===== src/rtl/qracc_pkg.sv =====
// Shared types and constants for the QR accelerator datapath.
package qracc_pkg;

   localparam int unsigned NB_CFG_W          = 4;
   localparam int unsigned ACT_BEAT_ELEMENTS = 8;
   localparam int unsigned VEC_COUNT_W       = 16;

   typedef struct packed {
      logic [NB_CFG_W-1:0] n_input_bits_cfg;
      logic                unsigned_acts;
   } qracc_config_t;

   typedef enum logic [1:0] {
      StEmpty,
      StOne,
      StFull
   } feed_occ_e;

endpackage


===== src/rtl/act_sign_ext.sv =====
// Extends one activation element of nb significant bits to the full stored width.
module act_sign_ext
   import qracc_pkg::*;
#(
   parameter int unsigned maxInputBits = 4
) (
   input  logic [maxInputBits-1:0] elem,
   input  logic [NB_CFG_W-1:0]     nb,
   input  logic                    unsigned_acts,
   output logic [maxInputBits-1:0] ext
);

   int unsigned eff;

   always_comb begin
      eff = maxInputBits;
      if (nb != '0 && 32'(nb) <= maxInputBits) begin
         eff = 32'(nb);
      end
      ext = elem;
      for (int unsigned i = 0; i < maxInputBits; i++) begin
         if (i >= eff) begin
            ext[i] = unsigned_acts ? 1'b0 : elem[eff-1];
         end
      end
   end

endmodule


===== src/rtl/act_feeder.sv =====
// Packs narrow activation beats into full MAC row vectors, double-buffered
// so one vector can fill while the consumer drains the other.
module act_feeder
   import qracc_pkg::*;
#(
   parameter int unsigned inputElements = 128,
   parameter int unsigned maxInputBits  = 4,
   parameter int unsigned beatElements  = ACT_BEAT_ELEMENTS
) (
   input  logic                                         clk,
   input  logic                                         nrst,
   input  qracc_config_t                                cfg,
   input  logic [beatElements*maxInputBits-1:0]         s_data_i,
   input  logic                                         s_valid_i,
   input  logic                                         s_last_i,
   output logic                                         s_ready_o,
   output logic [inputElements-1:0][maxInputBits-1:0]   mac_data_o,
   output logic                                         mac_valid_o,
   input  logic                                         mac_ready_i,
   output logic [VEC_COUNT_W-1:0]                       vec_count_o
);

   localparam int unsigned numBeats = inputElements / beatElements;
   localparam int unsigned BeatW    = (numBeats > 1) ? $clog2(numBeats) : 1;

   feed_occ_e                                  occ_q, occ_d;
   logic                                       wr_sel_q, rd_sel_q;
   logic [BeatW-1:0]                           beat_cnt_q;
   logic [VEC_COUNT_W-1:0]                     vec_count_q;
   logic [inputElements-1:0][maxInputBits-1:0] vbuf_q [2];
   logic [beatElements-1:0][maxInputBits-1:0]  beat_ext;
   logic                                       accept, commit, pop, last_beat;

   for (genvar k = 0; k < beatElements; k++) begin : g_ext
      act_sign_ext #(
         .maxInputBits (maxInputBits)
      ) u_ext (
         .elem          (s_data_i[k*maxInputBits +: maxInputBits]),
         .nb            (cfg.n_input_bits_cfg),
         .unsigned_acts (cfg.unsigned_acts),
         .ext           (beat_ext[k])
      );
   end

   assign s_ready_o   = (occ_q != StFull);
   assign mac_valid_o = (occ_q != StEmpty);
   assign mac_data_o  = vbuf_q[rd_sel_q];
   assign vec_count_o = vec_count_q;

   assign accept    = s_valid_i & s_ready_o;
   assign last_beat = (32'(beat_cnt_q) == numBeats - 1);
   assign commit    = accept & (last_beat | s_last_i);
   assign pop       = mac_valid_o & mac_ready_i;

   always_comb begin
      occ_d = occ_q;
      case ({commit, pop})
         2'b10:   occ_d = (occ_q == StEmpty) ? StOne : StFull;
         2'b01:   occ_d = (occ_q == StFull) ? StOne : StEmpty;
         default: occ_d = occ_q;
      endcase
   end

   always_ff @(posedge clk or negedge nrst) begin
      if (!nrst) begin
         occ_q       <= StEmpty;
         wr_sel_q    <= 1'b0;
         rd_sel_q    <= 1'b0;
         beat_cnt_q  <= '0;
         vec_count_q <= '0;
      end else begin
         occ_q <= occ_d;
         if (commit) begin
            beat_cnt_q <= '0;
            wr_sel_q   <= ~wr_sel_q;
         end else if (accept) begin
            beat_cnt_q <= beat_cnt_q + 1'b1;
         end
         if (pop) begin
            rd_sel_q    <= ~rd_sel_q;
            vec_count_q <= vec_count_q + 1'b1;
         end
      end
   end

   // First beat of a vector clears the rest of the entry so short vectors read zero-padded.
   always_ff @(posedge clk or negedge nrst) begin
      if (!nrst) begin
         vbuf_q[0] <= '0;
         vbuf_q[1] <= '0;
      end else if (accept) begin
         for (int unsigned b = 0; b < 2; b++) begin
            if (1'(b) == wr_sel_q) begin
               for (int unsigned r = 0; r < inputElements; r++) begin
                  if ((r / beatElements) == 32'(beat_cnt_q)) begin
                     vbuf_q[b][r] <= beat_ext[r % beatElements];
                  end else if (beat_cnt_q == '0) begin
                     vbuf_q[b][r] <= '0;
                  end
               end
            end
         end
      end
   end

endmodule


===== config.mk =====
export PLATFORM = sky130hd
export DESIGN_NAME = act_feeder
export DESIGN_NICKNAME = d
export VERILOG_FILES = /design/src/rtl/qracc_pkg.sv /design/src/rtl/act_sign_ext.sv /design/src/rtl/act_feeder.sv
export SDC_FILE = /design/constraint.sdc
export NUM_CORES = 2
export LEC_CHECK = 0
export CAP_MARGIN = 25
export CORE_ASPECT_RATIO = 0.6
export CORE_MARGIN = 5
export CORE_UTILIZATION = 42
export DETAILED_ROUTE_END_ITERATION = 8
export PLACE_DENSITY_LB_ADDON = 0.12
export SYNTH_ARGS = -nofsm -noshare
export SYNTH_HDL_FRONTEND = slang
export SYNTH_SLANG_ARGS = --single-unit
export TNS_END_PERCENT = 100

===== constraint.sdc =====
create_clock -name clk -period 5.6 [get_ports clk]
set_input_delay 1.12 -clock clk [delete_from_list [all_inputs] [get_ports clk]]
set_output_delay 1.12 -clock clk [all_outputs]
set_load 0.05 [all_outputs]

# [Word-level counts from Yosys, hierarchy flattened]
# Cells that the tools add are included.
[word_totals] ff_bits=1048 in_bits=42 output_inout_bits=530 word_cells=538
[op_classes] addsub=3 order_cmp=7 n_eq_ne=20 mux=186 n_bitwise=7 reduce_logical=54
[op_table] op="two-way mux 512 bit" n=3
[op_table] op="two-way mux 4 bit" n=124
[op_table] op="AND reduction 3 bit" n=32
[op_table] op="greater-or-equal comparator 2 x 32 -> 1 bit, first input constant" n=2
[op_table] op="two-way mux 1 bit" n=49
[op_table] op="nonzero test 2 bit" n=18
[op_table] op="equality test 4 bit, first input constant" n=8
[op_table] op="greater-or-equal comparator 1 x 32 -> 1 bit, first input constant" n=1
[op_table] op="< comparator 32 x 3 -> 1 bit, second input constant" n=1
[op_table] op="subtractor 32 x 1 -> 32 bit, second input constant" n=1
[op_table] op="adder 16 x 1 -> 16 bit, second input constant" n=1
[op_table] op="binary-select mux 1 bit (select 2 bit)" n=8
[op_table] op="equality test 3 x 4 -> 1 bit, first input constant" n=4
[op_table] op="equality test 2 x 4 -> 1 bit, first input constant" n=2
[op_table] op="adder 4 x 1 -> 4 bit, second input constant" n=1
[op_table] op="equality test 1 x 4 -> 1 bit, first input constant" n=1
[op_table] op="equality test 2 bit, second input constant" n=2
[op_table] op="equality test 4 bit, second input constant" n=1
[op_table] op="greater-or-equal comparator 1 x 4 -> 1 bit, first input constant" n=1
[op_table] op="less-or-equal comparator 4 x 3 -> 1 bit, second input constant" n=1
[op_table] op="logical NOT 4 bit" n=1
[op_table] op="one-hot mux 2 bit (2 select lines)" n=1
[op_table] op="nonzero test 4 bit" n=1
[op_table] op="AND 1 bit" n=3
[op_table] op="other kinds (9)" n=10

# [Depth between registers and ports, before layout]
[depth] word_depth=9 mapped_depth=10 ltp_nobuf=8

# [Cells and area by module]
# Synthesis repeated with hierarchy kept, for this count alone.
[hier_totals] hier_cells=3325 area_unflattened_um2=45658.8
[modules_own_cells] mod="act_feeder" n_inst=1 cells_each=3181 area_per_inst_um2=44527.7 seq_area_each_um2=26225.2
[modules_own_cells] mod="act_sign_ext" n_inst=8 cells_each=18 area_per_inst_um2=141.4 seq_area_each_um2=0.0

# [Least setup slack after synthesis]
# No wires, ideal clock.
[synth_path] path_type="flip-flop to output port" startpoint="reg rd_sel_q" endpoint="out mac_data_o[432] (netlist name)" t_arrival_ps=1686 path_slack_ps=2794 stages_incl_launch_ff=5 path_buffers=3 cell_sequence="dfrtp_1 > clkbuf_1 > clkbuf_1 > clkbuf_1 > mux2_2"
[synth_rtl] item="start, declared" line_no="act_feeder.sv:27" source="logic wr_sel_q, rd_sel_q;"
[synth_rtl] item="start signal, assigned" line_no="act_feeder.sv:80" source="rd_sel_q <= ~rd_sel_q;"
[synth_rtl] item="end, declared" line_no="act_feeder.sv:17" source="output logic [inputElements-1:0][maxInputBits-1:0] mac_data_o,"

==> metrics.txt <==
status complete, no violations; global-route wire length before repair approximately 240 mm; crit-path max FO 124; Max Used Layer met5; RSZ-0062 raised after global routing false; Peak Freq 221.5 MHz; Die ar. 113000 µm²; Buffers on Ports 571; worst endpoint required time approximately 4500 ps; fraction of layout cells with a size suffix above 1 22.94%; largest area contributor in the netlist dfrtp_1; Clock Power Share ~30%; routed vias around 32k; Worst setup EP type output port; Netlist Area Pre-Place 44600 µm²; setup_tns 0 ps; sequential share of power between 30% and 40%; clk root buf clkbuf_16; drt wl/cell 30.85 µm; largest cells by area after synthesis dfrtp_1, mux2_2, a22o_1; critical path's slowest cell clkdlybuf4s50_1; Pwr Total 24770 µW; floorplan row count 92; GRT Total Usage 27.52%; actual slew at the worst max-slew pin 1053 ps; core area 105200 µm²; crit path from rd_sel_q$_DFFE_PN0P_; fin util 52.42%; critical path startpoint category flop; Worst slew margin 29.81%; Hold Buf Count CTS 0; vias in the first global route 33.20k; final setup violation count 0; WP buf/inv 2; Fin Hold WS between 300 and 400 ps; Skew-Pair Late Insertion Delay a little over 700 ps; static leakage 0.02507 µW; postcts setup bufs 0; skew final 16.66 ps; pwr dens approximately 450 nW/µm²; buffer depth of the longest clock path 3; fin. max-slew vios 0; Comb pwr share 33.7%; Async SR Flop Fraction 100.0%; Syn Area/Cell 13.53 µm²; crit path kind reg2out; DR vias/cell slightly above 6; number of synthesized flops with an enable pin 0; CTS tree done; Sw Share approximately 37%; Psw 9210 µW; Starting Density a little over two fifths; First-pass DRT Iterations 5; largest net degree at the start of global routing ~140; final-stage net count roughly 3.7k; grt ovf 0; DRC 0; Synth warnings 0; sequential area share after synthesis between 50% and 60%; Met1 Wirelength 70.41 mm; crit path to mac_data_o[442]; synthesis-stage register bit count 1048; R2R depth 6; met2 WL 75.61 mm; CP Data Arrival Time 3390 ps; drt total wl 159.9 mm; DP HPWL a little over 100 mm; RR Startpoint beat_cnt_q[0]$_DFFE_PN0P_; critical path depth 3; top cell type's share of synthesized area 58.80%; Clock Pin Slew Worst Setup and Hold Paths 60 ps; max incr delay on CP 920 ps; initial antenna violation count 1; maxcap violations 0; synth unique cells 50; final hold violation count 0; Final Cycle Share between 80% and 90%; cell chain of the critical path buf_12 > mux2_2 > clkdlybuf4s50_1; Int Pwr 15560 µW; placed cells 4988; most frequent cell after synthesis dfrtp_1; Final ANT Viol Nets 0; cts repair resizes 0; Post-synth top cells dfrtp_1, mux2_2, a22o_1, o2bb2ai_1, buf_2; Peak VDD IR 392.4 µV; synthesis-to-finish area growth 23.65%; Syn Nets approximately 3.3k; Mapped Cells approximately 3.3k; Die H 262.4 µm; H-tree depth 3; worst reg2reg setup slack 2390 ps; routability cong. ~0.83; Routed met3 length 9.291 mm; reg2reg end vbuf_q[27]$_DFFE_PN0P_; post-route minimum period 4515 ps; worst hold path class in2async; CTS buffer count 100; Finished Layout Cells 5182; Die X-Extent 430.7 µm; DR iter-0 viols 2554; Ports 572; CTS Sinks 1048; ys flop type dfrtp_1; delay-heaviest family, CP buffers and inverters
[worst min-delay path by stage]
stage                     slack, ps                       to                   start
after floorplan                 440    vbuf_q[0]$_DFFE_PN0P_   vbuf_q[0]$_DFFE_PN0P_
after global placement          460   vbuf_q[20]$_DFFE_PN0P_  vbuf_q[20]$_DFFE_PN0P_
after detailed placement        460   vbuf_q[18]$_DFFE_PN0P_  vbuf_q[18]$_DFFE_PN0P_
after CTS                       360  vbuf_q[307]$_DFFE_PN0P_                    nrst
after global routing            360  vbuf_q[823]$_DFFE_PN0P_                    nrst
final                           350  vbuf_q[823]$_DFFE_PN0P_                    nrst
[metrics by stage]
step	setup slack [ps]	area, µm²
global route	1010	55140
floorplan	2794	44600
detailed placement	858.5	51410
global placement	1031	51360
finish	1085	55150
CTS	1101	55000
[routing by layer]
metal  GRT usage (%)  vias to the layer above
met3           5.688                      243
met4           7.404                        2
met2           44.35                     1051
met5               0                        -
li1                -                    13270
met1           38.06                    17090
[worst reg2reg max path: stages, from the launching register on]
cell	delay, ps
dfrtp_1	460
inv_1	130
ha_2	680
nor3b_2	340
nand4_2	600
buf_4	560
mux2_2	330
[layout make-up]
cell class / instances / area (µm²)
Antenna cell: 2 / 5.005
Clock inverter: 52 / 779.5
Clock buffer: 133 / 2808
Tap cell: 1410 / 1764
Timing Repair Buffer: 664 / 6693
Inverter: 22 / 82.58
Multi-Input combinational cell: 1851 / 16790
Fill cell: 8740 / 50060
Sequential cell: 1048 / 26230
[placed cells by master, fill, tap and decap left out, types with 15 or more instances in the layout]
| cell | synthesis | routed |
|---|---|---|
| nor2_1 | 23 | 23 |
| mux2i_4 | 0 | 15 |
| mux2_2 | 530 | 530 |
| a21oi_1 | 17 | 17 |
| clkdlybuf4s50_1 | 0 | 562 |
| clkbuf_1 | 162 | 16 |
| nand2_1 | 90 | 88 |
| o21ai_0 | 50 | 50 |
| buf_12 | 0 | 20 |
| clkbuf_8 | 0 | 16 |
| clkbuf_16 | 0 | 101 |
| clkinv_2 | 0 | 22 |
| a22o_1 | 520 | 511 |
| and3_1 | 31 | 30 |
| dfrtp_1 | 1048 | 1047 |
| buf_4 | 10 | 69 |
| nand3_1 | 20 | 20 |
| bufinv_16 | 0 | 17 |
| inv_1 | 21 | 21 |
| o2bb2ai_1 | 450 | 450 |
[cells by family (layout without fill, tap and decap cells)]
kind of cell	count (synthesis)	count (layout)	share of synthesized area, %
multiplexers	545	545	13.72
adder cells (fa/ha/maj)	6	6	0.1683
buffers and inverters	398	871	4.096
XOR/XNOR	18	18	0.3535
flip-flops	1048	1048	58.80
other	0	2	0
AO/OA/AOI/OAI	1068	1068	20.38
AND/OR/NAND/NOR	214	214	2.483
[sequential cells by signal, indices dropped and copies added (netlist names)]
name	flops
beat_cnt_q	4
rd_sel_q	1
wr_sel_q	1
vbuf_q	1024
occ_q	2
vec_count_o	16
[power groups by stage]
stage / clock network [µW] / logic (µW) / registers, µW
after floorplan: 0 / 5520 / 8930
after global placement: 0 / 8230 / 9010
after detailed placement: 0 / 8330 / 9060
after CTS: 7580 / 8360 / 8940
after global routing: 7890 / 8690 / 9040
final: 7470 / 8350 / 8950
Note: power is estimated with default switching activity, not from simulation.
